File: config.mk
export PLATFORM = sky130hd
export DESIGN_NAME = altr_hps_nandn_filt
export DESIGN_NICKNAME = d
export VERILOG_FILES = /design/src/rtl/altr_hps_nandn_pkg.sv /design/src/rtl/altr_hps_nandn_pipe.sv /design/src/rtl/altr_hps_nandn_filt.sv
export SDC_FILE = /design/constraint.sdc
export NUM_CORES = 1
export LEC_CHECK = 0
export ABC_AREA = 1
export CAP_MARGIN = 20
export CELL_PAD_IN_SITES_DETAIL_PLACEMENT = 2
export CELL_PAD_IN_SITES_GLOBAL_PLACEMENT = 2
export CORE_MARGIN = 5
export CORE_UTILIZATION = 27
export CTS_CLUSTER_DIAMETER = 60
export DETAILED_ROUTE_END_ITERATION = 10
export PLACE_DENSITY_LB_ADDON = 0.1
export SYNTH_ARGS = -nofsm -noshare
export SYNTH_HDL_FRONTEND = slang
export SYNTH_HIERARCHICAL = 1
export SYNTH_SLANG_ARGS = --single-unit
File: constraint.sdc
create_clock -name clk -period 3.3 [get_ports clk]
set_clock_uncertainty 0.05 [all_clocks]
set_input_delay 0.66 -clock clk [delete_from_list [all_inputs] [get_ports clk]]
set_output_delay 0.66 -clock clk [all_outputs]
set_load 0.1 [all_outputs]
File: src/rtl/altr_hps_nandn_pkg.sv
// Shared constants and types for the N-input filtered NAND.
// Contents: parameter legality limits and the filter FSM state encoding.
package altr_hps_nandn_pkg;

    localparam int unsigned NANDN_MAX_IN     = 16;
    localparam int unsigned NANDN_MAX_PIPE   = 4;
    localparam int unsigned NANDN_MAX_FILT_W = 8;

    typedef enum logic {
        ST_STABLE = 1'b0,
        ST_QUAL   = 1'b1
    } filt_state_t;

endpackage

File: src/rtl/altr_hps_nandn_pipe.sv
// Parametrised 1-bit delay line with synchronous active-high reset.
// Ports:
//   clk  - clock
//   rst  - synchronous reset, loads every stage with RST_VAL
//   din  - input bit
//   dout - din delayed by DEPTH cycles (DEPTH=0 is a plain wire)
module altr_hps_nandn_pipe #(
    parameter int unsigned DEPTH   = 1,
    parameter logic        RST_VAL = 1'b1
) (
    input  logic clk,
    input  logic rst,
    input  logic din,
    output logic dout
);

    generate
        if (DEPTH == 0) begin : g_wire
            // Clock and reset are not needed for a zero-depth line.
            logic unused_clk_rst;
            assign unused_clk_rst = clk ^ rst;
            assign dout = din;
        end else if (DEPTH == 1) begin : g_one
            logic stg;
            always_ff @(posedge clk) begin
                if (rst) stg <= RST_VAL;
                else     stg <= din;
            end
            assign dout = stg;
        end else begin : g_multi
            logic [DEPTH-1:0] stg;
            always_ff @(posedge clk) begin
                if (rst) stg <= {DEPTH{RST_VAL}};
                else     stg <= {stg[DEPTH-2:0], din};
            end
            assign dout = stg[DEPTH-1];
        end
    endgenerate

endmodule

File: src/rtl/altr_hps_nandn_filt.sv
// N-input NAND with optional result pipeline and a programmable stability
// (deglitch) filter on the output.
// Ports:
//   clk        - sole clock
//   rst        - synchronous reset, active-high
//   en         - filter update enable (pipeline always shifts)
//   nand_in    - NAND operands
//   filt_thr   - stable cycles required before nand_out changes (0 acts as 1)
//   nand_raw   - unfiltered NAND after PIPE stages
//   nand_out   - filtered NAND result
//   chg_pulse  - one-cycle pulse coincident with a new nand_out value
//   sticky_clr - (ALTR_HPS_NANDN_FILT_STICKY_EN only) clears sticky_lo
//   sticky_lo  - (ALTR_HPS_NANDN_FILT_STICKY_EN only) latched qualified-low event
// Optional feature macro: ALTR_HPS_NANDN_FILT_STICKY_EN.
module altr_hps_nandn_filt
    import altr_hps_nandn_pkg::*;
#(
    parameter int unsigned NUM_IN  = 3,
    parameter int unsigned PIPE    = 1,
    parameter int unsigned FILT_W  = 4,
    parameter logic        RST_VAL = 1'b1
) (
    input  logic              clk,
    input  logic              rst,
    input  logic              en,
    input  logic [NUM_IN-1:0] nand_in,
    input  logic [FILT_W-1:0] filt_thr,
`ifdef ALTR_HPS_NANDN_FILT_STICKY_EN
    input  logic              sticky_clr,
    output logic              sticky_lo,
`endif
    output logic              nand_raw,
    output logic              nand_out,
    output logic              chg_pulse
);

    // Elaboration-time parameter legality.
    generate
        if (NUM_IN < 2 || NUM_IN > NANDN_MAX_IN) begin : g_bad_num_in
            $error("altr_hps_nandn_filt: NUM_IN out of range 2..16");
        end
        if (PIPE > NANDN_MAX_PIPE) begin : g_bad_pipe
            $error("altr_hps_nandn_filt: PIPE out of range 0..4");
        end
        if (FILT_W < 1 || FILT_W > NANDN_MAX_FILT_W) begin : g_bad_filt_w
            $error("altr_hps_nandn_filt: FILT_W out of range 1..8");
        end
    endgenerate

    localparam logic [FILT_W-1:0] CNT_ONE = FILT_W'(1);

    logic              raw_c;
    filt_state_t       state, state_nxt;
    logic [FILT_W-1:0] cnt, cnt_nxt;
    logic              out_nxt, pulse_nxt;
    logic [FILT_W-1:0] thr_eff;
    logic [FILT_W:0]   cnt_inc;
    logic              thr_hit;

    assign raw_c = ~&nand_in;

    altr_hps_nandn_pipe #(
        .DEPTH   (PIPE),
        .RST_VAL (RST_VAL)
    ) u_pipe (
        .clk  (clk),
        .rst  (rst),
        .din  (raw_c),
        .dout (nand_raw)
    );

    // Threshold is compared live; the extra bit keeps cnt+1 from wrapping.
    assign thr_eff = (filt_thr == '0) ? CNT_ONE : filt_thr;
    assign cnt_inc = {1'b0, cnt} + (FILT_W + 1)'(1);
    assign thr_hit = (cnt_inc >= {1'b0, thr_eff});

    // Filter state, counter and registered outputs.
    always_ff @(posedge clk) begin
        if (rst) begin
            state     <= ST_STABLE;
            cnt       <= '0;
            nand_out  <= RST_VAL;
            chg_pulse <= 1'b0;
        end else begin
            state     <= state_nxt;
            cnt       <= cnt_nxt;
            nand_out  <= out_nxt;
            chg_pulse <= pulse_nxt;
        end
    end

    // Next-state: qualify a mismatch for thr_eff enabled cycles before flipping.
    always_comb begin
        state_nxt = state;
        cnt_nxt   = cnt;
        out_nxt   = nand_out;
        pulse_nxt = 1'b0;
        case (state)
            ST_STABLE: begin
                cnt_nxt = '0;
                if (en && (nand_raw != nand_out)) begin
                    // cnt is 0 here, so thr_hit means a threshold of one.
                    if (thr_hit) begin
                        out_nxt   = nand_raw;
                        pulse_nxt = 1'b1;
                    end else begin
                        cnt_nxt   = CNT_ONE;
                        state_nxt = ST_QUAL;
                    end
                end
            end
            ST_QUAL: begin
                if (en) begin
                    if (nand_raw == nand_out) begin
                        cnt_nxt   = '0;
                        state_nxt = ST_STABLE;
                    end else if (thr_hit) begin
                        out_nxt   = nand_raw;
                        pulse_nxt = 1'b1;
                        cnt_nxt   = '0;
                        state_nxt = ST_STABLE;
                    end else if (cnt != '1) begin
                        cnt_nxt = cnt + CNT_ONE;
                    end
                end
            end
            default: begin
                cnt_nxt   = '0;
                state_nxt = ST_STABLE;
            end
        endcase
    end

`ifdef ALTR_HPS_NANDN_FILT_STICKY_EN
    // Latch a qualified falling output; a simultaneous set beats the clear.
    always_ff @(posedge clk) begin
        if (rst)                       sticky_lo <= 1'b0;
        else if (pulse_nxt && !out_nxt) sticky_lo <= 1'b1;
        else if (sticky_clr)           sticky_lo <= 1'b0;
    end
`endif

endmodule

==> results of run 1 <==
synthesized netlist by cell type, drive strengths merged:
cell    count
ha          5
xnor2       1
o21ai       3
a31o        1
dfxtp       8
nand3b      1
a21oi       3
xor2        2
nor2        9
nand4       1
nand3       7
nand2      17
inv        16
clkinv      1
logic make-up after synthesis:
group | count (synthesis) | share of synthesized area [%]
flip-flops | 8 | 29.2
AO/OA/AOI/OAI | 7 | 7.06
adder cells (fa/ha/maj) | 5 | 11.4
XOR/XNOR | 3 | 6.15
buffers and inverters | 17 | 11.6
AND/OR/NAND/NOR | 35 | 34.6
sequential cells by signal, indices dropped and copies added (netlist names):
signal and count:
state 1, nand_out 1, chg_pulse 1, cnt 4, u_pipe/dout 1
report_power, final:
group	switching [mW]	internal, mW	leakage (nW)
Sequential	0.00113	0.0978	0.0647
Clock	0.0321	0.0415	0.0138
Combinational	0.0159	0.0160	0.308
Total	0.0491	0.155	0.386
worst reg2reg max path, delay by kind of cell, from the launching register on:
kind	cells	cell delay (ps)
AOI/OAI and AO/OA	1	110
xor gates and xnor gates	1	220
adders and majority gates	2	520
buffers and inverters	1	70
DFF	1	420
and+or+nand+nor	7	580
final cells by class:
class | instances | area (sq um)
fill | 251 | 1220
multi-input combinational | 50 | 325
sequential | 8 | 160
timing repair buffer | 12 | 113
inverter | 17 | 63.8
tap | 27 | 33.8
clock buffer | 3 | 22.5
how the worst max path moves through the flow:
stage | start | cells after the start | slack (ps) | endpoint
floorplan | filt_thr[2] | 12 | 1320 | cnt[0]
global placement | filt_thr[2] | 13 | 760 | cnt[0]
detailed placement | filt_thr[2] | 13 | 740 | cnt[0]
CTS | filt_thr[2] | 13 | 990 | cnt[0]
global route | filt_thr[3] | 13 | 900 | cnt[0]
finish | filt_thr[2] | 13 | 1000 | cnt[0]
stage by stage:
step	instance area [sq um]	total power [mW]
2_1_floorplan	549	0.118
3_3_place_gp	696	0.133
3_5_place_dp	696	0.133
4_1_cts	718	0.211
5_1_grt	718	0.220
6_report	718	0.204
per-layer routing:
layer  global-route usage [%]  part of all wire (%)  routed length (um)
met1                     13.0                    46                 597
met2                     17.7                    48                 631
met3                     5.09                   5.3                  69
met4                     3.64                  0.61                   8
met5                        0                     0                   0
==> out/results.ini, run 1 <==
[cells_and_area]
area_growth_pct = 30.8
num_antenna_cells = 0
drive_gt1_share_pct = 21.1
final_cell_mix = 15 x nand2_1, 11 x inv_1, 9 x clkdlybuf4s50_1, 8 x dfxtp_1, 7 x nor2_1
fin_util_pct = 37.0
fin_nets = 107
fin_cells = 117
final_common_cell = nand2_1

[grt]
grt_pass1_wl_mm = 2.35
grt_util_all_layers_pct = 11.1
overflow = 0
grt_pass1_vias = 560
grt_max_degree = 10
grt_antenna_before_repair = 0

[timing]
slew_violations = 0
period_needed_ps = 2300
slew_headroom_pct = 80.2
hold-worst-slack_ps = 467
rsz0062_at_grt = false
worstMarginPinSlew_ps = 296
fin_crit_sh_pct = 69.6
fmax_ghz = 0.436
setup_viol = 0
setup_tns_ps = 0
hold_viol_final = 0
setup_ws_ps = 1000

[routing]
antenna_left = 0
drtPass1Iterations = 4
dr.first_iter.drc_count = 4
totalWireLength_mm = 1.31
drc = 0
vias = 512
viasPerCell = 4.38
wl_per_cell_um = 11.2

[clocking]
h-tree-depth = 1
insertion_delay_ps = 250
root_buffer = clkbuf_4
clk_pin_slew_ps = 50
post_cts_buffers = 0
cts_resized = 0
cts_tree = built
cts_buffers = 3
ctsHoldBuffers = 0
cts.path.max_buffers = 2
cts_sinks = 8

[job]
maxCapViolations = 0

[logic_synthesis]
synth_seq_cells = 8
syn_inst = 75
synth_top_area_cell = dfxtp_1
synth_nets = 90
yosysSeqAreaShare_pct = 29.2
synth_area_sq_um = 549
yosysWarnings = 6
synth_top_area_share_pct = 29.2
postSynthAreaPerCell_sq_um = 7.32
synthTopCellsByArea = dfxtp_1 29%, ha_1 11%, nand2_1 10%, inv_1 7.5%, nor2_1 4.8%
yosysUniqueCellTypes = 20

[die]
core.rowCount = 16
io_pins = 13
die_h_um = 55.1
start_util_pct = 28.3
dieWidth_um = 55.1
die_area_sq_um = 3040
coreArea_sq_um = 1940

[setup_path]
path_cells = clkdlybuf4s50_1, inv_1, a31o_2, ha_1, inv_1, nand2_1, nand3_1, nor2_2, nor2_8, nand3b_1, nand2_1, nor2_1, nor2_1
cp-end-kind = register
crit_path_max_incr_delay_ps = 450
r2r-end = cnt[3]
crit_family = simple AND/OR/NAND/NOR gates
slowest_stage = clkdlybuf4s50_1
crit_buf_inv = 3
crit_type = in2reg
rr_worst_depth = 12
arrival_ps = 2390
cp.required_ps = 3390
crit_fanout = 5
critPathLaunchType = input pin
rr_startpoint = cnt[0]
r2r_setup_slack_ps = 1260

[power_and_ir_drop]
vdd_drop_max_uv = 140
power_density_nw_per_um2 = 285
leakage_nw = 0.386

[placed_design]
place_ws_ps = 736
io_buffer_count = 12
dp.cells = 114
dp_hpwl_mm = 1.09
globalplace.congestion = 0.681

[outcome]
outcome = complete, no violations

[min_path]
min_path_cells = 2
min_to = nand_out
min-delay-start = nand_out
hold_class = reg2reg

(Power assumes the default switching activity.)
==> run 2: changes to the inputs <==
- CORE_UTILIZATION: 27 -> 23
- clock period: 3.3 -> 2 ns (I/O delays scaled with it)
==> run 2 against run 1 <==
Worst setup slack got worse by 870 ps. Register-to-register slack worse by 1100 ps. Sequential share of layout area decreased by 2.6 points. Cell area increased by 15%. Cell count rose by 6.0%. Clock power up 66%. Global-route usage shrank 1.7 points. Highest routed layer unchanged.
==> out/results.ini, run 2 (synthesized netlist as in run 1, its figures left out) <==
[outcome]
outcome = complete, no violations

[timing]
slew_violations = 0
setup_ws_ps = 137
fmax_ghz = 0.537
slew_headroom_pct = 81.9
fin_crit_sh_pct = 93.2
hold-worst-slack_ps = 471
period_needed_ps = 1860
setup_viol = 0
hold_viol_final = 0
worstMarginPinSlew_ps = 271

[cells_and_area]
largest_reg_flops = 4
num_antenna_cells = 0
fin_util_pct = 36.6
stdcell_area_sq_um = 826
drive_gt1_share_pct = 35.4
final_common_cell = nand2_1
multiInputGateArea_sq_um = 377
final_cell_mix = 15 x nand2_1, 9 x buf_4, 8 x inv_2, 8 x inv_1, 7 x nor2_1
largest_register = cnt
fill_cells = 281
area_growth_pct = 50.3
seq_area_sq_um = 163
fin_nets = 113

[routing]
drtPass1Iterations = 3
dr.first_iter.drc_count = 6
wl_per_cell_um = 11.4
drc = 0
vias = 532
antenna_left = 0
viasPerCell = 4.29
totalWireLength_mm = 1.41

[setup_path]
slowest_stage = dfxtp_1
r2r-end = cnt[3]
crit_top_cell = nand2_1
crit_family = simple AND/OR/NAND/NOR gates
critPathLaunchType = register
path_cells = ha_4, xor2_2, ha_1, nand2_1, nand2_1, nand2_4, nand2_4, nor2_8, nand3_2, inv_2, nand2_1, a21oi_1
crit_fanout = 5
crit_type = reg2reg
arrival_ps = 2000
r2r_setup_slack_ps = 140
crit_path_max_incr_delay_ps = 390
cp-end-kind = register
rr_startpoint = cnt[1]
crit_buf_inv = 1
cp.required_ps = 2130
rr_worst_depth = 12

[die]
core.rowCount = 17
start_util_pct = 24.4
io_pins = 13
die_area_sq_um = 3470
die_h_um = 58.9
coreArea_sq_um = 2250
dieWidth_um = 58.9

[power_and_ir_drop]
clkPwrFrac_pct = 34.8
p_comb_share_pct = 18.4
power.switching_mw = 0.0858
vdd_drop_max_uv = 270
leakage_nw = 0.441
intPower_mw = 0.263
switching_share_pct = 24.6
pwr-share-seq_pct = 46.8
power_density_nw_per_um2 = 423

[placed_design]
placed_area_sq_um = 742
io_buffer_count = 12
dp_hpwl_mm = 1.21
globalplace.congestion = 0.712
place_ws_ps = -316

[grt]
grt_max_degree = 10
grt_pass1_vias = 568
grt_pass1_wl_mm = 2.39
grt_util_all_layers_pct = 9.42
grt_antenna_before_repair = 0
overflow = 0

[clocking]
insertion_delay_ps = 250
root_buffer = clkbuf_4
cts_tree = built
cts_sinks = 8
h-tree-depth = 1
cts_buffers = 3
clk_pin_slew_ps = 50
cts.path.max_buffers = 2

[job]
maxCapViolations = 0

[min_path]
min-delay-start = nand_out
min_path_cells = 2
hold_class = reg2reg
min_to = nand_out

run 2: cell count changes in the layout (fill, tap and decap cells not counted), moves of 2 or more:
cell | previous run | this run
clkdlybuf4s50_1 | 9 | 6
dfxtp_1 | 8 | 6
ha_4 | 0 | 2
buf_4 | 3 | 9
inv_2 | 5 | 8
ha_1 | 5 | 3
dlymetal6s2s_1 | 0 | 3
inv_1 | 11 | 8
dfxtp_2 | 0 | 2
run 2: worst max-delay path by stage:
stage	from	to	slack, ps	cells past startpoint
after floorplan	cnt[0]	cnt[0]	210	12
after global placement	filt_thr[3]	cnt[0]	-280	13
after detailed placement	filt_thr[2]	cnt[0]	-320	13
after CTS	filt_thr[2]	cnt[0]	10	13
after global routing	cnt[1]	cnt[2]	-4	12
final	cnt[1]	cnt[3]	140	12
run 2: through the flow:
step	instances	TNS, ps	total power, mW
CTS	124	0	0.355
global route	124	-6.75	0.375
finish	124	0	0.349
detailed placement	121	-1710	0.227
floorplan	75	0	0.195
global placement	121	-1610	0.225
run 2: cell type report:
type | count | share of cell area (%)
flip-flops and latches | 8 | 19.7
multi-input cells | 50 | 45.6
repair buffers | 18 | 20.0
clock buffers | 3 | 2.73
well taps | 28 | 4.24
inverters | 17 | 7.73
run 2: power groups by stage:
stage / clock, mW / combinational (mW) / sequential, mW
floorplan: 0 / 0.0235 / 0.171
global placement: 0 / 0.0592 / 0.166
detailed placement: 0 / 0.0604 / 0.166
CTS: 0.130 / 0.0623 / 0.163
global route: 0.140 / 0.0714 / 0.163
finish: 0.122 / 0.0642 / 0.163
run 2: per-layer routing:
metal	routed length [um]	global-route usage [%]
met1	681	10.8
met2	649	14.4
met3	41	3.95
met4	39	5.83
met5	0	0
run 2: timing repair:
item / 4_1_cts / 5_1_grt
gates resized for setup: 2 / 13
pin swaps: 3 / 2
hold endpoints to repair: 0 / 0
hold buffers: 0 / 0
setup endpoints to repair: 1 / 6
setup buffers: 0 / 0
run 2: tightest hold or removal path: stages, from the launching register on:
cell and delay (ps):
dfxtp_1 330, nand2_1 70, nand3_1 60
==> run 3: changes to the inputs <==
- SETUP_SLACK_MARGIN: unset -> 0.02
==> run 3 against run 2 <==
Count of clock-buffer cells in the layout unchanged. Die area stayed put. Hold slack is the same. Critical path type is now in2reg.
==> out/results.ini, run 3 (synthesized netlist as in run 1, its figures left out) <==
[cells_and_area]
final_common_cell = nand2_1
area_growth_pct = 51.9
largest_reg_flops = 4
largest_register = cnt
fin_nets = 114
final_cell_mix = 15 x nand2_1, 10 x buf_4, 8 x inv_2, 8 x inv_1, 7 x nor2_1
fin_util_pct = 37.0
drive_gt1_share_pct = 37.1
fill_cells = 281
num_antenna_cells = 0

[power_and_ir_drop]
totalPowerFinal_mw = 0.349
leakage_nw = 0.447
power_density_nw_per_um2 = 418
vdd_drop_max_uv = 264

[grt]
grt_pass1_wl_mm = 2.39
grt_pass1_vias = 568
overflow = 0
grt_antenna_before_repair = 0
grt_util_all_layers_pct = 9.42
grt_max_degree = 10

[clocking]
h-tree-depth = 1
cts.path.max_buffers = 2
clk_pin_slew_ps = 50
cts_sinks = 8
cts_buffers = 3
insertion_delay_ps = 250
ctsHoldBuffers = 0
root_buffer = clkbuf_4
cts_tree = built

[die]
io_pins = 13
die_area_sq_um = 3470
start_util_pct = 24.4
core.rowCount = 17
dieWidth_um = 58.9
die_h_um = 58.9
coreArea_sq_um = 2250

[setup_path]
critPathLaunchType = input pin
rr_worst_depth = 12
r2r_setup_slack_ps = 150
cp-end-kind = register
arrival_ps = 1940
cp.required_ps = 2090
crit_type = in2reg
r2r-end = cnt[3]
crit_fanout = 5
rr_startpoint = cnt[0]

[routing]
dr.first_iter.drc_count = 5
viasPerCell = 4.29
wl_per_cell_um = 11.4
drc = 0
vias = 536
drtPass1Iterations = 3
antenna_left = 0
totalWireLength_mm = 1.43

[timing]
slew_violations = 0
period_needed_ps = 1850
fin_crit_sh_pct = 92.4
setup_viol = 0
slew_headroom_pct = 81.9
setup_tns_ps = 0
fmax_ghz = 0.541
rsz0062_at_grt = false
worstMarginPinSlew_ps = 271
hold_viol_final = 0
hold-worst-slack_ps = 471

[outcome]
outcome = complete, no violations

[min_path]
min-delay-start = nand_out
hold_class = reg2reg
min_path_cells = 2
min_to = nand_out

[placed_design]
dp_hpwl_mm = 1.21
globalplace.congestion = 0.712
io_buffer_count = 12

[job]
maxCapViolations = 0

==> run 3: cell types whose count changed in the layout (fill, tap and decap cells not counted) <==
cell     change
buf_4        +1
dfxtp_1      -1
dfxtp_2      +1
==> run 3: what timing repair did <==
action                     in CTS  in global routing
buffers inserted                1                  0
pin swaps                       3                  2
gates resized for setup         2                 14
setup endpoints to repair       3                  6
==> run 3: critical path, stage by stage <==
cell and delay (ps):
clkdlybuf4s50_1 410, a31o_4 210, ha_4 250, inv_1 30
nand2_1 60, nand3_2 80, nor2_4 140, nor2_8 50
nand3b_1 80, nand2_1 60, nor2_1 120, nor2_1 50
==> run 3: how the worst max path moves through the flow <==
stage,from,end,slack (ps),depth (start not counted)
6_report,filt_thr[0],cnt[0],150,12
5_1_grt,cnt[0],cnt[3],20,12
4_1_cts,filt_thr[2],cnt[0],10,13
3_5_place_dp,filt_thr[2],cnt[0],-320,13
3_3_place_gp,filt_thr[3],cnt[0],-280,13
2_1_floorplan,cnt[0],cnt[0],210,12
==> run 3: area by class of cell <==
cell class | instances | area, sq um | area share (%)
flip-flops and latches | 8 | 164 | 19.6
inverters | 17 | 63.8 | 7.65
clock buffers | 3 | 22.5 | 2.70
repair buffers | 19 | 173 | 20.7
well taps | 28 | 35.0 | 4.20
multi-input cells | 50 | 377 | 45.1
==> run 3: per-stage QoR <==
stage	instance area, sq um	setup slack [ps]	cells
final	835	152	125
after global routing	835	15.7	125
after CTS	782	10.7	125
after detailed placement	742	-316	121
after global placement	742	-284	121
after floorplan	549	206	75
==> run 3: layer usage <==
layer	vias to the layer above	wire, um	share of wire, %	track usage, %
li1	274	-	-	-
met1	248	683	48	10.8
met2	9	660	46	14.4
met3	5	41	2.9	3.95
met4	0	39	2.7	5.83
met5	-	0	0	0
==> run 3: power by group <==
part | total, mW | switching [mW] | internal [mW]
Clock | 0.122 | 0.0531 | 0.0685
Combinational | 0.0644 | 0.0308 | 0.0336
Sequential | 0.163 | 0.00188 | 0.161
==> edit 1 (config.mk and constraints of run 1) <==
The parameter `NUM_IN` goes from 3 to 2.
--- a/src/rtl/altr_hps_nandn_filt.sv
+++ b/src/rtl/altr_hps_nandn_filt.sv
@@ -15,7 +15,7 @@
 module altr_hps_nandn_filt
     import altr_hps_nandn_pkg::*;
 #(
-    parameter int unsigned NUM_IN  = 3,
+    parameter int unsigned NUM_IN  = 2,
     parameter int unsigned PIPE    = 1,
     parameter int unsigned FILT_W  = 4,
     parameter logic        RST_VAL = 1'b1
Ports: changed (resized nand_in); port bits go from 13 to 12. No check against the original RTL was run, so the function may have changed too.
==> edit 1 against run 1 <==
- synthesized cell count is 6.7% higher
- critical path type unchanged
- power is 5.3% higher
- sequential cell count stayed put
- highest routed layer unchanged
- final cell count is 3.4% higher
- routed wire length is 19% higher
- combinational power is 23% higher
- final area is 0.87% lower
- sequential share of layout area is 0.20 points higher
- via count is 8.0% higher
- worst setup slack better by 0.086 ns
- synthesized area is 0.68% higher
==> edit 1: results (changes against run 1) <==
| Metric | Value |
|---|---|
| Drt total wl | 1560 um (was 1310 um) |
| Metal2 WL | 811 um (was 631 um) |
| First-pass GRT wire length | 2820 um (was 2350 um) |
| Gr usage total | 12.0% (was 11.1%) |
| Crit path max fanout | 3 (was 5) |
| Seq/Total Area, Yosys | 29.0% (was 29.2%) |
| Number of global-route vias before repair | 622 (was 560) |
| R2r worst-path depth | 10 (was 12) |
| Pre-CTS setup slack | 0.806 ns (was 0.736 ns) |
| DP HPWL | 1420 um (was 1090 um) |
| XOR/XNOR share of the synthesized area | 3.17% (was 6.15%) |
| Area share of fa/ha/maj cells after synthesis | 11.3% (was 11.4%) |
| M3 GR Usage | 3.50% (was 5.09%) |
| Complex-gate fraction of the synthesized area | 12.0% (was 7.06%) |
| Nets | 110 (was 107) |
| PortBufs | 11 (was 12) |
| Critical Path AT | 2.30 ns (was 2.39 ns) |
| Vias/cell | 4.57 (was 4.38) |
| Met1 usage | 14.1% (was 13.0%) |
| Slowest stage delay, CP | 0.47 ns (was 0.45 ns) |
| Initial detailed-routing violation count | 8 (was 4) |
| Status | finished clean (unchanged) |
| Reg-to-reg setup timing slack | 1.33 ns (was 1.26 ns) |
| Worst reg2reg endpoint | cnt[1]$_SDFFE_PP0P_ (was cnt[3]$_SDFFE_PP0P_) |
| Met2 GRT Util | 20.6% (was 17.7%) |
| IR drop worst, VDD | 0.132 mV (was 0.140 mV) |
| Tmin final | 2.21 ns (was 2.30 ns) |
| Wire length on met3 | 50 um (was 69 um) |
| Worst-Margin Slew | 0.288 ns (was 0.296 ns) |
## edit 1: cell types whose count changed in the layout (fill, tap and decap cells not counted), sizes merged, moves of 2 or more
cell / run 1 / this run
nand2: 17 / 21
inv: 16 / 18
a21oi: 3 / 5
nand3: 7 / 3
nand4: 1 / 5
nor2: 9 / 7
## edit 1: area by class of cell
| class | count | area (um2) |
|---|---|---|
| multi-input cells | 54 | 323 |
| inverters | 18 | 70.1 |
| repair buffers | 11 | 103 |
| flip-flops and latches | 8 | 160 |
| fillers | 256 | 1250 |
| clock buffers | 3 | 22.5 |
| well taps | 27 | 33.8 |
## edit 1: stage by stage
step	cells	total power (W)	hold slack (ns)	instance area [um2]
6_report	121	0.000215	0.481	712
2_1_floorplan	80	0.000125	0.459	553
3_3_place_gp	118	0.000141	0.456	689
5_1_grt	121	0.000230	0.523	712
4_1_cts	121	0.000220	0.488	712
3_5_place_dp	118	0.000142	0.478	689
==> edit 2 (config.mk and constraints of run 1) <==
Made on the original files. Register the output `chg_pulse` once more; this adds one clock of latency there. The other outputs are not delayed to match. Comments in the files are not updated.
--- a/src/rtl/altr_hps_nandn_filt.sv
+++ b/src/rtl/altr_hps_nandn_filt.sv
@@ -33,6 +33,8 @@
     output logic              nand_out,
     output logic              chg_pulse
 );
+
+    logic chg_pulse_s0;
 
     // Elaboration-time parameter legality.
     generate
@@ -80,12 +82,12 @@
             state     <= ST_STABLE;
             cnt       <= '0;
             nand_out  <= RST_VAL;
-            chg_pulse <= 1'b0;
+            chg_pulse_s0 <= 1'b0;
         end else begin
             state     <= state_nxt;
             cnt       <= cnt_nxt;
             nand_out  <= out_nxt;
-            chg_pulse <= pulse_nxt;
+            chg_pulse_s0 <= pulse_nxt;
         end
     end
 
@@ -140,5 +142,9 @@
     end
 `endif
 
+    always_ff @(posedge clk) begin
+        chg_pulse <= chg_pulse_s0;
+    end
+
 endmodule
 
Function: changed (Yosys sat finds a counterexample within 4 cycles, from zero or initial values and one cycle with rst high).
==> edit 2 against run 1 <==
- combinational power fell by 3%
- via count grew 5.9%
- routed wire length rose by 5.7%
- highest routed layer unchanged
- synthesized area is 0.23% lower
- worst setup slack gained 0.023 ns
- sequential cell count up 1
- final area rose by 0.35%
- sequential power rose by 12%
- first-iteration DRC count shrank 100%
- power is 12% higher
==> edit 2: results (changes against run 1) <==
| Metric | Value |
|---|---|
| R2r worst-path depth | 10 (was 12) |
| Nets | 108 (was 107) |
| Initial antenna violation count | 0 (unchanged) |
| Initial detailed-routing violation count | 0 (was 4) |
| Power per cell area | 317 nW/um2 (was 285 nW/um2) |
| Complex-gate fraction of the synthesized area | 7.08% (was 7.06%) |
| DP HPWL | 1160 um (was 1090 um) |
| Seq/Total Area, Yosys | 32.9% (was 29.2%) |
| Clock network power | 0.0000865 W (was 0.0000736 W) |
| Max reg flops | 4 (unchanged) |
| XOR/XNOR share of the synthesized area | 6.16% (was 6.15%) |
| Drt total wl | 1380 um (was 1310 um) |
| Switching power | 0.0000564 W (was 0.0000491 W) |
| Clk slew on worst S/H paths | 0.06 ns |
| Htree depth | 1 (unchanged) |
| Router iterations before antenna repair | 1 (was 4) |
| Crit path max fanout | 3 (was 5) |
| Reg-to-reg setup timing slack | 1.24 ns (was 1.26 ns) |
| Gr usage total | 11.9% (was 11.1%) |
| Worst hold endpoint | chg_pulse$_DFF_P_ (was nand_out$_SDFFE_PP1P_) |
| Worst-Skew Late Latency | 0.27 ns (was 0.25 ns) |
| Hold path depth | 0 (was 2) |
| Number of global-route vias before repair | 586 (was 560) |
| Synth Warn # | 6 (unchanged) |
| Layout cell share with drive strength beyond 1 | 14.1% (was 21.1%) |
| Vias/cell | 4.55 (was 4.38) |
| GPL Wtd Cong | 0.766 (was 0.681) |
| Post_cts resized | 0 (unchanged) |
| Net Count, Synth | 91 (was 90) |
| Mux cell area share after synthesis | 0% (unchanged) |
| Critical Path AT | 2.42 ns (was 2.39 ns) |
| Lkg Pwr | 0.361 nW (was 0.386 nW) |
| Sequential power share | 48.5% (was 48.4%) |
| Worst-Margin Slew | 0.282 ns (was 0.296 ns) |
| Commonest cells post-synth | 14 x nand2_1, 11 x inv_1, 9 x dfxtp_1, 9 x nand3_1, 8 x nor2_1 (was 15 x nand2_1, 11 x inv_1, 8 x dfxtp_1, 7 x nor2_1) |
| Postcts setup bufs | 0 (unchanged) |
| First-pass GRT wire length | 2440 um (was 2350 um) |
| Netlist cell types | 18 (was 20) |
| Fill cell count | 243 (was 251) |
| Worst reg2reg endpoint | cnt[1]$_SDFFE_PP0P_ (was cnt[3]$_SDFFE_PP0P_) |
| Status | finished clean (unchanged) |
| Area share of fa/ha/maj cells after synthesis | 11.4% (about the same) |
| IR drop worst, VDD | 0.143 mV (was 0.140 mV) |
| Largest net degree at the start of global routing | 10 (unchanged) |
| Hold Path Origin | chg_pulse_s0$_SDFF_PP0_ (was nand_out$_SDFFE_PP1P_) |
| Synth top area cells | dfxtp_1 33%, ha_1 11%, nand2_1 9.6% (was dfxtp_1 29%, ha_1 11%, nand2_1 10%) |
==> edit 2: layout make-up <==
cell class | count | area [um2] | share of cell area (%)
multi-input cells | 52 | 312 | 43.2
clock buffers | 4 | 26.3 | 3.65
inverters | 15 | 56.3 | 7.81
flip-flops and latches | 9 | 180 | 25.0
well taps | 27 | 33.8 | 4.69
repair buffers | 12 | 113 | 15.6
==> edit 2: metal layers <==
layer  track usage (%)  up-vias  part of all wire, %
li1                  -      272                    -
met1              13.2      255                   44
met2              19.7       10                   49
met3              2.68        5                  3.5
met4              8.50        0                  3.3
met5                 0        -                    0
==> edit 2: through the flow <==
step	setup slack (ns)	hold WS, ns	cell area, um2	cells
after global routing	0.905	0.304	721	119
after detailed placement	0.724	0.277	694	115
after CTS	1.00	0.292	721	119
final	1.03	0.283	721	119
after global placement	0.783	0.260	694	115
after floorplan	1.42	0.260	548	76
